### src/rtl/noc_params.sv
// Shared NoC types: flit layout, flit labels, output ports and the
// per-VC pipeline stages used by the router input buffers.
package noc_params;

    localparam int VC_NUM    = 4;
    localparam int VC_SIZE   = $clog2(VC_NUM);
    localparam int DATA_SIZE = 16;

    typedef enum logic [1:0] {
        HEAD     = 2'd0,
        BODY     = 2'd1,
        TAIL     = 2'd2,
        HEADTAIL = 2'd3
    } flit_label_t;

    typedef enum logic [2:0] {
        LOCAL = 3'd0,
        NORTH = 3'd1,
        SOUTH = 3'd2,
        WEST  = 3'd3,
        EAST  = 3'd4
    } port_t;

    typedef enum logic [1:0] {
        IDLE = 2'd0,
        VA   = 2'd1,
        SA   = 2'd2
    } ss_t;

    typedef struct packed {
        flit_label_t            flit_label;
        logic [VC_SIZE-1:0]     vc_id;
        logic [DATA_SIZE-1:0]   data;
    } flit_t;

    // True for the labels that open a packet and therefore carry a route.
    function automatic logic is_head_label(input flit_label_t label);
        return (label == HEAD) || (label == HEADTAIL);
    endfunction

    // True for the labels that close a packet.
    function automatic logic is_tail_label(input flit_label_t label);
        return (label == TAIL) || (label == HEADTAIL);
    endfunction

endpackage

### src/rtl/input_buffer_if.sv
// Bundle between an input buffer and its router: upstream flit write,
// allocator grants and the buffer's requests and status back out.
interface input_buffer_if;
    import noc_params::*;

    flit_t              data_i;
    logic               write_i;
    logic               read_i;
    port_t              out_port_i;
    logic               vc_valid_i;
    logic [VC_SIZE-1:0] vc_new_i;

    flit_t              data_o;
    port_t              out_port_o;
    logic [VC_SIZE-1:0] downstream_vc_o;
    logic               vc_request_o;
    logic               switch_request_o;
    logic               vc_allocatable_o;
    logic               on_off_o;
    logic               error_o;
    logic               is_full_o;
    logic               is_empty_o;

    modport master (
        output data_i, write_i, read_i, out_port_i, vc_valid_i, vc_new_i,
        input  data_o, out_port_o, downstream_vc_o, vc_request_o,
               switch_request_o, vc_allocatable_o, on_off_o, error_o,
               is_full_o, is_empty_o
    );

    modport slave (
        input  data_i, write_i, read_i, out_port_i, vc_valid_i, vc_new_i,
        output data_o, out_port_o, downstream_vc_o, vc_request_o,
               switch_request_o, vc_allocatable_o, on_off_o, error_o,
               is_full_o, is_empty_o
    );

endinterface

### src/rtl/circular_buffer.sv
// Flit storage ring with show-ahead read. The owner decides when a push
// or pop is legal; this block only moves pointers and stores flits.
module circular_buffer
    import noc_params::*;
#(
    parameter int BUFFER_SIZE = 8
) (
    input  logic  clk,
    input  logic  rst,
    input  flit_t data_i,
    input  logic  push_i,
    input  logic  pop_i,
    output flit_t data_o
);

    localparam int PTR_W = (BUFFER_SIZE > 1) ? $clog2(BUFFER_SIZE) : 1;
    localparam logic [PTR_W-1:0] LAST_SLOT = PTR_W'(BUFFER_SIZE - 1);

    flit_t            mem_q [BUFFER_SIZE];
    flit_t            mem_d [BUFFER_SIZE];
    logic [PTR_W-1:0] wr_ptr_q, wr_ptr_d;
    logic [PTR_W-1:0] rd_ptr_q, rd_ptr_d;

    function automatic logic [PTR_W-1:0] wrap_inc(input logic [PTR_W-1:0] ptr);
        return (ptr == LAST_SLOT) ? '0 : ptr + 1'b1;
    endfunction

    // Next storage contents and pointer positions for a push and/or pop.
    always_comb begin
        mem_d    = mem_q;
        wr_ptr_d = wr_ptr_q;
        rd_ptr_d = rd_ptr_q;
        if (push_i) begin
            mem_d[wr_ptr_q] = data_i;
            wr_ptr_d        = wrap_inc(wr_ptr_q);
        end
        if (pop_i) begin
            rd_ptr_d = wrap_inc(rd_ptr_q);
        end
    end

    // Storage needs no reset: emptiness is tracked by the owner's counter.
    always_ff @(posedge clk) begin
        mem_q <= mem_d;
    end

    // Pointer registers; reset discards every buffered flit.
    always_ff @(posedge clk or posedge rst) begin
        if (rst) begin
            wr_ptr_q <= '0;
            rd_ptr_q <= '0;
        end else begin
            wr_ptr_q <= wr_ptr_d;
            rd_ptr_q <= rd_ptr_d;
        end
    end

    assign data_o = mem_q[rd_ptr_q];

endmodule

### src/rtl/input_buffer.sv
// Router input buffer for one VC: stores the flits of a single packet,
// walks it through VC allocation and switch allocation, and rejects
// flits that break the packet protocol.
module input_buffer
    import noc_params::*;
#(
    parameter int BUFFER_SIZE    = 8,
    parameter int ON_OFF_LATENCY = 2
) (
    input logic           clk,
    input logic           rst,
    input_buffer_if.slave ib
);

    localparam int CNT_W = $clog2(BUFFER_SIZE + 1);
    localparam logic [CNT_W-1:0] FULL_COUNT = CNT_W'(BUFFER_SIZE);

    ss_t                state_q, state_d;
    port_t              out_port_q, out_port_d;
    logic [VC_SIZE-1:0] downstream_vc_q, downstream_vc_d;
    logic [CNT_W-1:0]   occupancy_q, occupancy_d;
    logic               on_off_q, on_off_d;
    logic               error_q, error_d;

    logic  push, pop;
    logic  is_empty, is_full;
    logic  pop_ok, tail_popped, has_room, head_written;
    flit_t front_flit, fifo_front;

    circular_buffer #(
        .BUFFER_SIZE (BUFFER_SIZE)
    ) u_fifo (
        .clk    (clk),
        .rst    (rst),
        .data_i (ib.data_i),
        .push_i (push),
        .pop_i  (pop),
        .data_o (fifo_front)
    );

    assign is_empty     = (occupancy_q == '0);
    assign is_full      = (occupancy_q == FULL_COUNT);
    assign pop_ok       = ib.read_i && (state_q == SA) && !is_empty;
    assign tail_popped  = pop_ok && is_tail_label(fifo_front.flit_label);
    assign has_room     = !is_full || pop_ok;
    assign head_written = is_head_label(ib.data_i.flit_label);

    // Packet FSM: decides which writes are accepted, when to pop, and
    // latches the route and granted VC as the packet advances.
    always_comb begin
        state_d         = state_q;
        out_port_d      = out_port_q;
        downstream_vc_d = downstream_vc_q;
        push            = 1'b0;
        pop             = pop_ok;
        error_d         = 1'b0;
        unique case (state_q)
            IDLE: begin
                if (ib.write_i) begin
                    if (head_written && has_room) begin
                        push       = 1'b1;
                        out_port_d = ib.out_port_i;
                        state_d    = VA;
                    end else begin
                        error_d = 1'b1;
                    end
                end
            end
            VA: begin
                if (ib.write_i) begin
                    if (!head_written && has_room) push = 1'b1;
                    else                           error_d = 1'b1;
                end
                if (ib.vc_valid_i) begin
                    downstream_vc_d = ib.vc_new_i;
                    state_d         = SA;
                end
            end
            SA: begin
                if (tail_popped) state_d = IDLE;
                if (ib.write_i) begin
                    if (head_written) begin
                        if (tail_popped && has_room) begin
                            push       = 1'b1;
                            out_port_d = ib.out_port_i;
                            state_d    = VA;
                        end else begin
                            error_d = 1'b1;
                        end
                    end else if (has_room) begin
                        push = 1'b1;
                    end else begin
                        error_d = 1'b1;
                    end
                end
            end
            default: state_d = IDLE;
        endcase
    end

    // Occupancy follows the accepted push/pop; flow-control credit
    // reflects the occupancy that will hold after this edge.
    always_comb begin
        occupancy_d = occupancy_q;
        if (push && !pop)      occupancy_d = occupancy_q + 1'b1;
        else if (pop && !push) occupancy_d = occupancy_q - 1'b1;
        on_off_d = (BUFFER_SIZE - int'(occupancy_d)) > ON_OFF_LATENCY;
    end

    // Control registers; reset abandons any packet in flight.
    always_ff @(posedge clk or posedge rst) begin
        if (rst) begin
            state_q         <= IDLE;
            out_port_q      <= LOCAL;
            downstream_vc_q <= '0;
            occupancy_q     <= '0;
            on_off_q        <= 1'b1;
            error_q         <= 1'b0;
        end else begin
            state_q         <= state_d;
            out_port_q      <= out_port_d;
            downstream_vc_q <= downstream_vc_d;
            occupancy_q     <= occupancy_d;
            on_off_q        <= on_off_d;
            error_q         <= error_d;
        end
    end

    // Head flits leave carrying the downstream VC instead of the upstream one.
    always_comb begin
        front_flit = fifo_front;
        if (is_head_label(fifo_front.flit_label)) front_flit.vc_id = downstream_vc_q;
    end

    assign ib.data_o           = front_flit;
    assign ib.out_port_o       = out_port_q;
    assign ib.downstream_vc_o  = downstream_vc_q;
    assign ib.vc_request_o     = (state_q == VA);
    assign ib.switch_request_o = (state_q == SA) && !is_empty;
    assign ib.vc_allocatable_o = (state_q == IDLE) && is_empty;
    assign ib.on_off_o         = on_off_q;
    assign ib.error_o          = error_q;
    assign ib.is_full_o        = is_full;
    assign ib.is_empty_o       = is_empty;

endmodule

### src/flat_wrapper.sv
// flat-port wrapper written by rule: the top's interface ports become plain ports
module input_buffer_flat import noc_params::*;
#(
    parameter int BUFFER_SIZE    = 8,
    parameter int ON_OFF_LATENCY = 2
)
  (clk, rst, ib_data_i, ib_write_i, ib_read_i, ib_out_port_i, ib_vc_valid_i, ib_vc_new_i, ib_data_o, ib_out_port_o, ib_downstream_vc_o, ib_vc_request_o, ib_switch_request_o, ib_vc_allocatable_o, ib_on_off_o, ib_error_o, ib_is_full_o, ib_is_empty_o);
  input_buffer_if ib_i ();
  input logic clk;
  input logic rst;
  input wire logic [$bits(ib_i.data_i)-1:0] ib_data_i;
  input wire logic [$bits(ib_i.write_i)-1:0] ib_write_i;
  input wire logic [$bits(ib_i.read_i)-1:0] ib_read_i;
  input wire logic [$bits(ib_i.out_port_i)-1:0] ib_out_port_i;
  input wire logic [$bits(ib_i.vc_valid_i)-1:0] ib_vc_valid_i;
  input wire logic [$bits(ib_i.vc_new_i)-1:0] ib_vc_new_i;
  output wire logic [$bits(ib_i.data_o)-1:0] ib_data_o;
  output wire logic [$bits(ib_i.out_port_o)-1:0] ib_out_port_o;
  output wire logic [$bits(ib_i.downstream_vc_o)-1:0] ib_downstream_vc_o;
  output wire logic [$bits(ib_i.vc_request_o)-1:0] ib_vc_request_o;
  output wire logic [$bits(ib_i.switch_request_o)-1:0] ib_switch_request_o;
  output wire logic [$bits(ib_i.vc_allocatable_o)-1:0] ib_vc_allocatable_o;
  output wire logic [$bits(ib_i.on_off_o)-1:0] ib_on_off_o;
  output wire logic [$bits(ib_i.error_o)-1:0] ib_error_o;
  output wire logic [$bits(ib_i.is_full_o)-1:0] ib_is_full_o;
  output wire logic [$bits(ib_i.is_empty_o)-1:0] ib_is_empty_o;
  assign ib_i.data_i = ib_data_i;
  assign ib_i.write_i = ib_write_i;
  assign ib_i.read_i = ib_read_i;
  assign ib_i.out_port_i = ib_out_port_i;
  assign ib_i.vc_valid_i = ib_vc_valid_i;
  assign ib_i.vc_new_i = ib_vc_new_i;
  assign ib_data_o = ib_i.data_o;
  assign ib_out_port_o = ib_i.out_port_o;
  assign ib_downstream_vc_o = ib_i.downstream_vc_o;
  assign ib_vc_request_o = ib_i.vc_request_o;
  assign ib_switch_request_o = ib_i.switch_request_o;
  assign ib_vc_allocatable_o = ib_i.vc_allocatable_o;
  assign ib_on_off_o = ib_i.on_off_o;
  assign ib_error_o = ib_i.error_o;
  assign ib_is_full_o = ib_i.is_full_o;
  assign ib_is_empty_o = ib_i.is_empty_o;
  input_buffer #(.BUFFER_SIZE(BUFFER_SIZE), .ON_OFF_LATENCY(ON_OFF_LATENCY)) u_core (.clk(clk), .rst(rst), .ib(ib_i));
endmodule
### config.mk
export PLATFORM = sky130hd
export DESIGN_NAME = input_buffer_flat
export DESIGN_NICKNAME = d
export VERILOG_FILES = /design/src/rtl/noc_params.sv /design/src/rtl/input_buffer_if.sv /design/src/rtl/circular_buffer.sv /design/src/rtl/input_buffer.sv /design/src/flat_wrapper.sv
export SDC_FILE = /design/constraint.sdc
export NUM_CORES = 1
export LEC_CHECK = 0
export ABC_AREA = 1
export CAP_MARGIN = 10
export CORE_MARGIN = 2
export CORE_UTILIZATION = 40
export CTS_CLUSTER_DIAMETER = 40
export DETAILED_ROUTE_END_ITERATION = 8
export PLACE_DENSITY = 0.65
export SKIP_CTS_REPAIR_TIMING = 1
export SYNTH_ARGS = -nofsm -noshare
export SYNTH_HDL_FRONTEND = slang
export SYNTH_SLANG_ARGS = --single-unit
### constraint.sdc
create_clock -name clk -period 5.36 [get_ports clk]
set_input_delay 0.536 -clock clk [delete_from_list [all_inputs] [get_ports clk]]
set_output_delay 0.536 -clock clk [all_outputs]
set_load 0.03 [all_outputs]
Word level (Yosys, flattened, before mapping)

Index checks and enable logic that the tools add are counted.

Bits in registers: 179
Logic and storage cells: 128
Input port bits: 30
Output and inout port bits: 32

Reduce and logical (&&, ||, !) cells: 28
Order comparisons: 4
Muxes and demuxes: 43
Bitwise gates (word level): 2
Equal/unequal tests: 14
$add $sub $neg: 5

Operator list:

| cell                                                           | count |
|---|---|
| bitwise mux 160 bit                                            | 1 |
| binary-select mux 20 bit (select 3 bit)                        | 1 |
| demux 20 bit (select 3 bit)                                    | 1 |
| 2-to-1 mux 20 bit                                              | 3 |
| greater-than comparator 32 x 3 -> 1 bit, second input constant | 1 |
| 2-to-1 mux 3 bit                                               | 7 |
| 2-to-1 mux 1 bit                                               | 16 |
| 2-to-1 mux 2 bit                                               | 8 |
| logical AND 1 bit                                              | 11 |
| == test 2 bit, second input constant                           | 4 |
| greater-or-equal comparator 4 bit, second input constant       | 2 |
| 2-to-1 mux 4 bit                                               | 2 |
| inequality test 2 bit, second input constant                   | 4 |
| NOT 3 -> 4 bit                                                 | 2 |
| adder 3 x 1 -> 3 bit, second input constant                    | 2 |
| == test 3 bit, second input constant                           | 2 |
| logical NOT 2 bit                                              | 3 |
| case mux 1 bit (3 select lines)                                | 2 |
| case mux 2 bit (3 select lines)                                | 1 |
| case mux 3 bit (2 select lines)                                | 1 |
| AND reduction 6 bit                                            | 1 |
| logical NOT 1 bit                                              | 5 |
| subtractor 4 x 4 -> 5 bit, first input constant                | 1 |
| adder 4 x 1 -> 4 bit, second input constant                    | 1 |
| 10 further kinds                                               | 14 |

Longest topological paths before layout

Gate-level depths: netlist of run 1.

Depth after elaboration: 18
Gate-level depth with buffers: 19
Depth with buffers taken out: 17

Cells and area by module

From an unflattened synthesis of run 1, not the netlist that was laid out.

Cells, all modules: 881
Area total of the unflattened synthesis: 8476.9 um^2

By module, submodules not included:

| module          | sequential area each (um^2) | area each (um^2) | cells each | instances |
|---|---|---|---|---|
| circular_buffer | 4954.8                      | 7323.3           | 735        | 1 |
| input_buffer    | 326.6                       | 1153.6           | 146        | 1 |

Worst setup path before layout of run 1

Ideal clock, no wire load.

Kind: reg-to-reg
Start point: register u_core.u_fifo.rd_ptr_q[0]
End point: register u_core.u_fifo.mem_q[0] in the netlist's numbering, enable pin
Period minus slack after synthesis: 3938 ps
Setup time: 397 ps
Cell stages (with the launch flop): 16
Buffers on the path: 2
Setup slack: 1422 ps
Arrival time: 3542 ps
Data required time: 4963 ps
Cells stage by stage: dfrtp_1 -> buf_2 -> inv_2 -> clkbuf_1 -> o21ai_0 -> o22ai_1 -> nor2_1 -> a31oi_1 -> ha_1 -> or2_1 -> nand3b_4 -> nand3_4 -> nand3_4 -> nor2_1 -> inv_1 -> nor2_1

Cells in the longest elaborated chain, start to end: 12
Elaborated cells between the ends (all ways): 13
Classes of those cells: 2 x eq/ne; 7 x mux; 1 x bitwise; 3 x reduce/logical

Ends and longest elaborated chain:

| what                                                     | RTL line              | source |
|---|---|---|
| start, declared                                          | circular_buffer.sv:22 | `logic [PTR_W-1:0] rd_ptr_q, rd_ptr_d;` |
| start signal, assigned                                   | circular_buffer.sv:54 | `rd_ptr_q <= rd_ptr_d;` |
| NOT 3 -> 4 bit (not written as such) (*)                 | circular_buffer.sv:58 | `assign data_o = mem_q[rd_ptr_q];` |
| binary-select mux 20 bit (select 3 bit) (*)              | circular_buffer.sv:58 |  |
| 2-to-1 mux 20 bit (not written as such) (*) (2 in a row) | circular_buffer.sv:58 |  |
| named net ib_data_o[19]                                  | flat_wrapper.sv:17    | `output wire logic [$bits(ib_i.data_o)-1:0] ib_data_o;` |
| == test 2 bit                                            | noc_params.sv:43      | `return (label == TAIL) \|\| (label == HEADTAIL);` |
| logical OR 1 bit (*)                                     | noc_params.sv:43      |  |
| logical AND 1 bit (*)                                    | input_buffer.sv:44    | `assign tail_popped = pop_ok && is_tail_label(fifo_front.flit_label);` |
| logical AND 1 bit (*)                                    | input_buffer.sv:83    | `if (tail_popped && has_room) begin` |
| 2-to-1 mux 1 bit (*)                                     | input_buffer.sv:83    |  |
| 2-to-1 mux 1 bit (*)                                     | input_buffer.sv:82    | `if (head_written) begin` |
| 2-to-1 mux 1 bit (*)                                     | input_buffer.sv:81    | `if (ib.write_i) begin` |
| case mux 1 bit (3 select lines) (*)                      | input_buffer.sv:57    | `unique case (state_q)` |
| end signal, assigned                                     | circular_buffer.sv:44 | `mem_q <= mem_d;` |
| end, declared                                            | circular_buffer.sv:19 | `flit_t mem_q [BUFFER_SIZE];` |

The timed path passes the listed nets; every way through them passes the cells marked *. The select of a mux whose other input is x is not followed.
A chain may end at the register's enable or synchronous reset.

Worst setup path in the final report of run 1

Start point: register u_core.u_fifo.rd_ptr_q[0]
End point: output port ib_data_o[17]

Cells in the longest elaborated chain, start to end: 7
Elaborated cells between the ends (all ways): 8
Classes of those cells: 1 x eq/ne; 4 x mux; 1 x bitwise; 2 x reduce/logical

Ends and longest elaborated chain:

| what                                                     | RTL line              | source |
|---|---|---|
| NOT 3 -> 4 bit (not written as such) (*)                 | circular_buffer.sv:58 |  |
| binary-select mux 20 bit (select 3 bit) (*)              | circular_buffer.sv:58 |  |
| 2-to-1 mux 20 bit (not written as such) (*) (2 in a row) | circular_buffer.sv:58 |  |
| == test 2 bit or logical NOT 2 bit (tied branches)       | noc_params.sv:38      | `return (label == HEAD) \|\| (label == HEADTAIL);` |
| logical OR 1 bit                                         | noc_params.sv:38      |  |
| 2-to-1 mux 2 bit (*)                                     | input_buffer.sv:132   | `if (is_head_label(fifo_front.flit_label)) front_flit.vc_id = downstream_vc_q;` |
| end, declared                                            | flat_wrapper.sv:17    |  |

Every way passes the cells marked *; elsewhere a longest branch is shown, timed or not. The select of a mux whose other input is x is not followed.

==> results of run 1 <==
per-stage QoR:
step,utilization (%),total power [mW]
6_report,49.2,5.37
5_1_grt,49.2,5.69
4_1_cts,48.9,5.40
2_1_floorplan,-,3.36
3_5_place_dp,45.7,4.15
3_3_place_gp,45.7,4.09
logic make-up after synthesis:
logic type               share of synthesized area (%)
AND/OR/NAND/NOR                                   11.6
XOR/XNOR                                         0.469
multiplexers                                     0.603
adder cells (fa/ha/maj)                           2.18
flip-flops                                        70.7
AO/OA/AOI/OAI                                     11.0
buffers and inverters                             3.52
sequential cells by signal, indices dropped and copies added (netlist names):
register                   flops
u_core.u_fifo.wr_ptr_q         3
u_core.ib.out_port_o           3
u_core.occupancy_q             4
u_core.ib.error_o              1
u_core.u_fifo.mem_q          160
u_core.ib.downstream_vc_o      2
u_core.ib.on_off_o             1
u_core.u_fifo.rd_ptr_q         3
u_core.state_q                 2
power groups by stage:
stage	clock, mW	sequential [mW]	combinational (mW)
2_1_floorplan	0	1.87	1.49
3_3_place_gp	0	1.87	2.22
5_1_grt	1.32	1.87	2.50
3_5_place_dp	0	1.88	2.27
4_1_cts	1.27	1.85	2.28
6_report	1.24	1.85	2.28
final timing paths:
kind / slack (ns) / endpoint / depth (start not counted) / start
max: 1.07 / ib_data_o[17] / 11 / u_core.u_fifo.rd_ptr_q[0]$_DFFE_PP0P_
min: 0.50 / u_core.ib.out_port_o[1]$_DFFE_PP0P_ / 1 / u_core.ib.out_port_o[1]$_DFFE_PP0P_
max reg2reg: 1.17 / u_core.u_fifo.mem_q[131]$_DFFE_PP_ / 13 / u_core.u_fifo.rd_ptr_q[0]$_DFFE_PP0P_
min reg2reg: 0.50 / u_core.ib.out_port_o[1]$_DFFE_PP0P_ / 1 / u_core.ib.out_port_o[1]$_DFFE_PP0P_
max in group asynchronous: 4.26 / u_core.u_fifo.rd_ptr_q[0]$_DFFE_PP0P_ / 2 / rst
min in group asynchronous: 0.55 / u_core.occupancy_q[0]$_DFF_PP0_ / 2 / rst
cell type report:
class / instances / area [um^2] / area share, %
clock buffer: 18 / 429 / 4.81
timing repair buffer: 69 / 689 / 7.73
multi-input combinational: 366 / 1950 / 21.8
inverter: 34 / 130 / 1.46
clock inverter: 13 / 160 / 1.79
sequential: 179 / 5280 / 59.2
tap: 229 / 287 / 3.21
per-layer routing:
layer / wire, um / share of wire [%] / up-vias
met2: 8080 / 50 / 154
met1: 7050 / 43 / 2397
met3: 954 / 5.8 / 22
met4: 238 / 1.5 / 0
met5: 0 / 0 / -
li1: - / - / 2295
placed cells by master, fill, tap and decap left out, drive strengths merged, types with 6 or more instances in the layout:
master / n
nor2: 146
o22ai: 23
clkbuf: 18
nand3: 10
o21ai: 90
ha: 13
edfxtp: 160
buf: 8
nand2: 34
dfrtp: 18
clkdlybuf4s50: 61
a21oi: 10
clkinv: 6
inv: 36
a31oi: 17
Yosys cell counts, types with 3 or more instances:
| master | count |
|---|---|
| a21oi_1 | 8 |
| a31oi_1 | 17 |
| buf_2 | 4 |
| clkbuf_1 | 22 |
| dfrtp_1 | 18 |
| edfxtp_1 | 160 |
| ha_1 | 13 |
| inv_1 | 27 |
| inv_2 | 6 |
| mux2_1 | 3 |
| nand2_1 | 30 |
| nand3_1 | 6 |
| nor2_1 | 145 |
| o21ai_0 | 85 |
| o21ai_1 | 4 |
| o221ai_1 | 3 |
| o22ai_1 | 23 |
| xor2_1 | 4 |
==> metrics.csv, run 1 <==
metric,value,unit
Finish-stage setup viols,0,
ranking of synthesized cells by area,"edfxtp_1 64%, nor2_1 7.3%, dfrtp_1 6.0%, o21ai_0 5.7%, ha_1 2.2%",
Async SR Flop Fraction,10.6,%
share of the synthesized area in the top cell type,64.3,%
cell-internal power,3.25,mW
"Most Used Layer, Global Route",met2,
clock network fraction of total power,23.2,%
Placed Cells,874,
met3 usage,4.76,%
vias in the first global route,4934,
Main synth FF type,edfxtp_1,
CTS buffer count,17,
number of antenna violations at the first check in global routing,0,
Detailed Place HPWL,9930,um
final instance area,8920,um^2
Port Buf Inserts,61,
Crit. End Element,output pin,
switching share of power,39.4,%
leading area contributor after synthesis,edfxtp_1,
gpl congestion,0.817,
Cell Pwr Density,602,nW/um^2
unique cell type count in the Yosys netlist,38,
"Hold Vio Cnt, Final",0,
skew final,0.0115,ns
Mapped Area,7470,um^2
"Min Clock Period, post-route",4.29,ns
Tot GR Track Use,17.0,%
Fin Setup TNS,0,ns
GRT met2 Usage,28.1,%
Root Driver,clkbuf_16,
peak supply drop,0.000486,V
Worst Path Max Fanout,52,
Initial Utilization,41.2,%
#FFs+latches synth,179,
worst setup margin,1.07,ns
Max Clk Rate,0.233,GHz
critical path class,flop to output pin,
worst-skew pair later-pin latency,0.43,ns
DIE AREA,19800,um^2
RSZ-0062 raised after global routing,no,
clock sink count,179,
core area,18100,um^2
fill cell total of the finished layout,1568,
fin cells,908,
Slew Limit Fails,0,
pre-CTS WS,1.13,ns
1st-pass router iterations,4,
WP data required,4.82,ns
via count,4868,
Synth Net Count,652,
CP Cell Sequence,buf_4 > o21ai_0 > o22ai_1 > nand2_1 > o21ai_1 > inv_1 > ha_1 > inv_1 > o211ai_1 > o21ai_1 > clkdlybuf4s50_1,
Worst-path clk slew,0.06,ns
routing usage on met1,21.8,%
Comb power frac,42.4,%
NetSw,2.12,mW
Core Rows,49,
Startpoint Class,flop,
Post-synth EDFFs,160,
Hold Path Class,flop to flop,
max-cap viol count,0,
P_leak,3.13,nW
DRT iter0 DRCs,317,
final worst-path cycle share,80.0,%
Antenna diodes,0,
Rel. slew slack,18.2,%
"Largest delay share family, worst path",buffers and inverters,
CP peak stage delay,0.71,ns
share of the yosys chip area belonging to registers,70.7,%
Synth Instances,609,
CTS tree,done,
Buf/Inv on CP,4,
CP arrival,3.75,ns
Critical-path top delay cell,clkdlybuf4s50_1,
Reg power frac,34.5,%
first-pass GRT wire length,25600,um
Routed WL,16300,um
Longest Clk Path Bufs,2,
DR WL/cell,18.0,um
"Area growth, synth to finish",19.5,%
DRC Markers,0,
dpl cell area,8290,um^2
post-route ant nets,0,
Final nets,710,
# H-tree levels,4,
worst hold slack,0.504,ns
Vias/cell,5.36,
yosys synthesis warning count,0,
Die Y,141,um
post-synthesis average cell area,12.3,um^2
grt ovf,0,
Slew @ Worst Pin,1.23,ns
chip width,141,um
layout cells sized above 1,10.2,%
largest net degree at the start of global routing,53,
outcome,"finished, final reports clean",
# IOs,62,
Power figures use the tool's default switching activity.
==> inputs of run 2 (changes only) <==
--- a/config.mk
+++ b/config.mk
@@ -11,7 +11,7 @@
 export CORE_UTILIZATION = 40
 export CTS_CLUSTER_DIAMETER = 40
 export DETAILED_ROUTE_END_ITERATION = 8
-export PLACE_DENSITY = 0.65
+export PLACE_DENSITY = 0.67
 export SKIP_CTS_REPAIR_TIMING = 1
 export SYNTH_ARGS = -nofsm -noshare
 export SYNTH_HDL_FRONTEND = slang
==> constraint.sdc (replaced) <==
create_clock -name clk -period 3.9 [get_ports clk]
set_input_delay 0.39 -clock clk [delete_from_list [all_inputs] [get_ports clk]]
set_output_delay 0.39 -clock clk [all_outputs]
set_load 0.03 [all_outputs]
==> run 2 against run 1 <==
Clock-buffer cell count unchanged. Combinational power up 38%. Sequential share of layout area down 0.40 points. Clock power up 34%. Critical path type unchanged. Critical endpoint is now ib_data_o[15].
==> metrics.csv, run 2 (synthesis results as in run 1) <==
metric,value,unit,change
Util after Layout,49.5,%,+0.34 points
worst-skew pair later-pin latency,0.43,ns,about the same
most frequent cells in the layout,"160 x edfxtp_1, 137 x nor2_1, 85 x o21ai_0",,
outcome,"finished, final reports clean",,
CP arrival,3.26,ns,-0.49 ns
Routed WL,16000,um,-2.1%
worst r2r dst,u_core.u_fifo.mem_q[52]$_DFFE_PP_,,
Worst Path Max Fanout,56,,+7.7%
Initial Utilization,41.2,%,unchanged
Root Driver,clkbuf_16,,
gpl congestion,0.856,,+4.8%
most flop-heavy register,u_core.u_fifo.mem_q,,
WP data required,3.51,ns,-1.31 ns
# H-tree levels,4,,unchanged
grt ovf,0,,unchanged
pre-CTS WS,0.364,ns,-0.770 ns
Port Buf Inserts,61,,unchanged
clock sink count,179,,unchanged
Final nets,719,,+1.3%
CP peak stage delay,0.73,ns,+0.02 ns
chip width,141,um,unchanged
Die Y,141,um,unchanged
Slew Limit Fails,0,,unchanged
"most common cell after layout, fill and taps aside",edfxtp_1,,
CP Cell Sequence,inv_2 > buf_4 > o21ai_0 > o22ai_1 > nor2_1 > a31oi_1 > clkdlybuf4s50_1,,
DIE AREA,19800,um^2,unchanged
max reg flops,160,,unchanged
Cell Pwr Density,818,nW/um^2,+36%
peak supply drop,0.000672,V,+38%
critical path class,flop to output pin,,
worst reg2reg setup slack,0.32,ns,-0.85 ns
P_leak,3.18,nW,+1.5%
fin cells,918,,+1.1%
worst setup margin,0.253,ns,-0.816 ns
Tot GR Track Use,17.2,%,+0.21 points
DR WL/cell,17.4,um,-3.2%
skew final,0.00700,ns,-0.00449 ns
Placed Cells,886,,+1.4%
layout cells sized above 1,11.9,%,+1.7 points
RSZ-0062 raised after global routing,no,,
# IOs,62,,unchanged
vias in the first global route,4912,,-0.45%
DRT iter0 DRCs,455,,+44%
Startpoint Class,flop,,
Worst R2R Path Depth,14,,+1
CTS buffer count,17,,unchanged
Vias/cell,5.31,,-0.87%
final worst-path cycle share,93.5,%,
reg-to-reg startpoint,u_core.u_fifo.rd_ptr_q[0]$_DFFE_PP0P_,,
"Area growth, synth to finish",20.3,%,
"Hold Vio Cnt, Final",0,,unchanged
via count,4879,,+0.23%
Antenna diodes,0,,unchanged
largest net degree at the start of global routing,57,,+7.5%
fill cell total of the finished layout,1578,,+0.64%
Largest regs,"u_core.u_fifo.mem_q (160), u_core.occupancy_q (4)",,
Hold Path Class,input pin to async pin,,
dpl cell area,8400,um^2,+1.3%
Slew @ Worst Pin,0.796,ns,-0.430 ns
CTS tree,done,,
1st-pass router iterations,5,,+1
Longest Clk Path Bufs,2,,unchanged
Finish-stage setup viols,0,,unchanged
Crit. End Element,output pin,,
Core Rows,49,,unchanged
Detailed Place HPWL,10200,um,+3.2%
number of antenna violations at the first check in global routing,0,,unchanged
DRC Markers,0,,unchanged
Critical-path top delay cell,clkdlybuf4s50_1,,
first-pass GRT wire length,26200,um,+2.2%
"Min Clock Period, post-route",3.65,ns,
Max Clk Rate,0.274,GHz,
core area,18100,um^2,unchanged
Worst-path clk slew,0.07,ns,about the same
Rel. slew slack,46.9,%,+29 points
max-cap viol count,0,,unchanged
post-route ant nets,0,,unchanged
final instance area,8980,um^2,+0.69%
-- run 2: changes by cell type in the layout (fill, tap and decap cells not counted) --
cell	change
buf_4	+12
buf_12	+2
buf_8	-2
clkdlybuf4s50_1	-2
inv_6	+2
buf_6	-1
bufinv_16	-1
clkinv_1	-1
clkinv_4	+1
-- run 2: metal layers --
| metal | vias to the layer above | share of wire (%) | wire length [um] | GRT usage (%) |
|---|---|---|---|---|
| met5 | - | 0 | 0 | 0 |
| li1 | 2308 | - | - | - |
| met2 | 187 | 47 | 7440 | 27.2 |
| met4 | 0 | 1.4 | 225 | 5.79 |
| met1 | 2363 | 45 | 7210 | 23.4 |
| met3 | 21 | 6.9 | 1110 | 4.48 |
-- run 2: layout make-up --
type                    instances  area, um^2  share of cell area, %
clock buffers                  18         429                   4.78
clock inverters                14         153                   1.70
inverters                      34         130                   1.45
multi-input cells             366        1950                   21.7
flip-flops and latches        179        5280                   58.8
well taps                     229         287                   3.19
repair buffers                 78         758                   8.44
-- run 2: how the worst max path moves through the flow --
stage | to | start | cells after the start | slack (ns)
final | ib_data_o[15] | u_core.u_fifo.rd_ptr_q[0]$_DFFE_PP0P_ | 7 | 0.25
after global routing | ib_data_o[0] | u_core.u_fifo.rd_ptr_q[0]$_DFFE_PP0P_ | 7 | 0.01
after CTS | ib_data_o[15] | u_core.u_fifo.rd_ptr_q[0]$_DFFE_PP0P_ | 7 | 0.23
after detailed placement | u_core.u_fifo.mem_q[52]$_DFFE_PP_ | u_core.u_fifo.rd_ptr_q[0]$_DFFE_PP0P_ | 14 | 0.36
after global placement | u_core.u_fifo.mem_q[154]$_DFFE_PP_ | u_core.u_fifo.rd_ptr_q[0]$_DFFE_PP0P_ | 14 | 0.54
after floorplan | u_core.u_fifo.mem_q[0]$_DFFE_PP_ | u_core.u_fifo.rd_ptr_q[0]$_DFFE_PP0P_ | 15 | -0.04
-- run 2: worst max-delay path: cells and delay by family (launching register included) --
family / cells / cell delay, ns
simple gates: 1 / 0.06
compound gates: 3 / 0.54
buf+inv: 3 / 1.63
flops: 1 / 0.58
-- run 2: report_power, final --
group,switching (mW),internal (mW),leakage [nW]
Combinational,2.05,1.11,1.23
Clock,0.713,0.951,0.281
Sequential,0.164,2.37,1.67
-- run 2: stage by stage --
stage               power [mW]  TNS, ns  hold slack, ns
detailed placement        5.74        0           0.497
CTS                       7.41        0           0.416
floorplan                 4.62    -3.05           0.340
global placement          5.65        0           0.479
global route              7.80        0           0.476
finish                    7.35        0           0.409
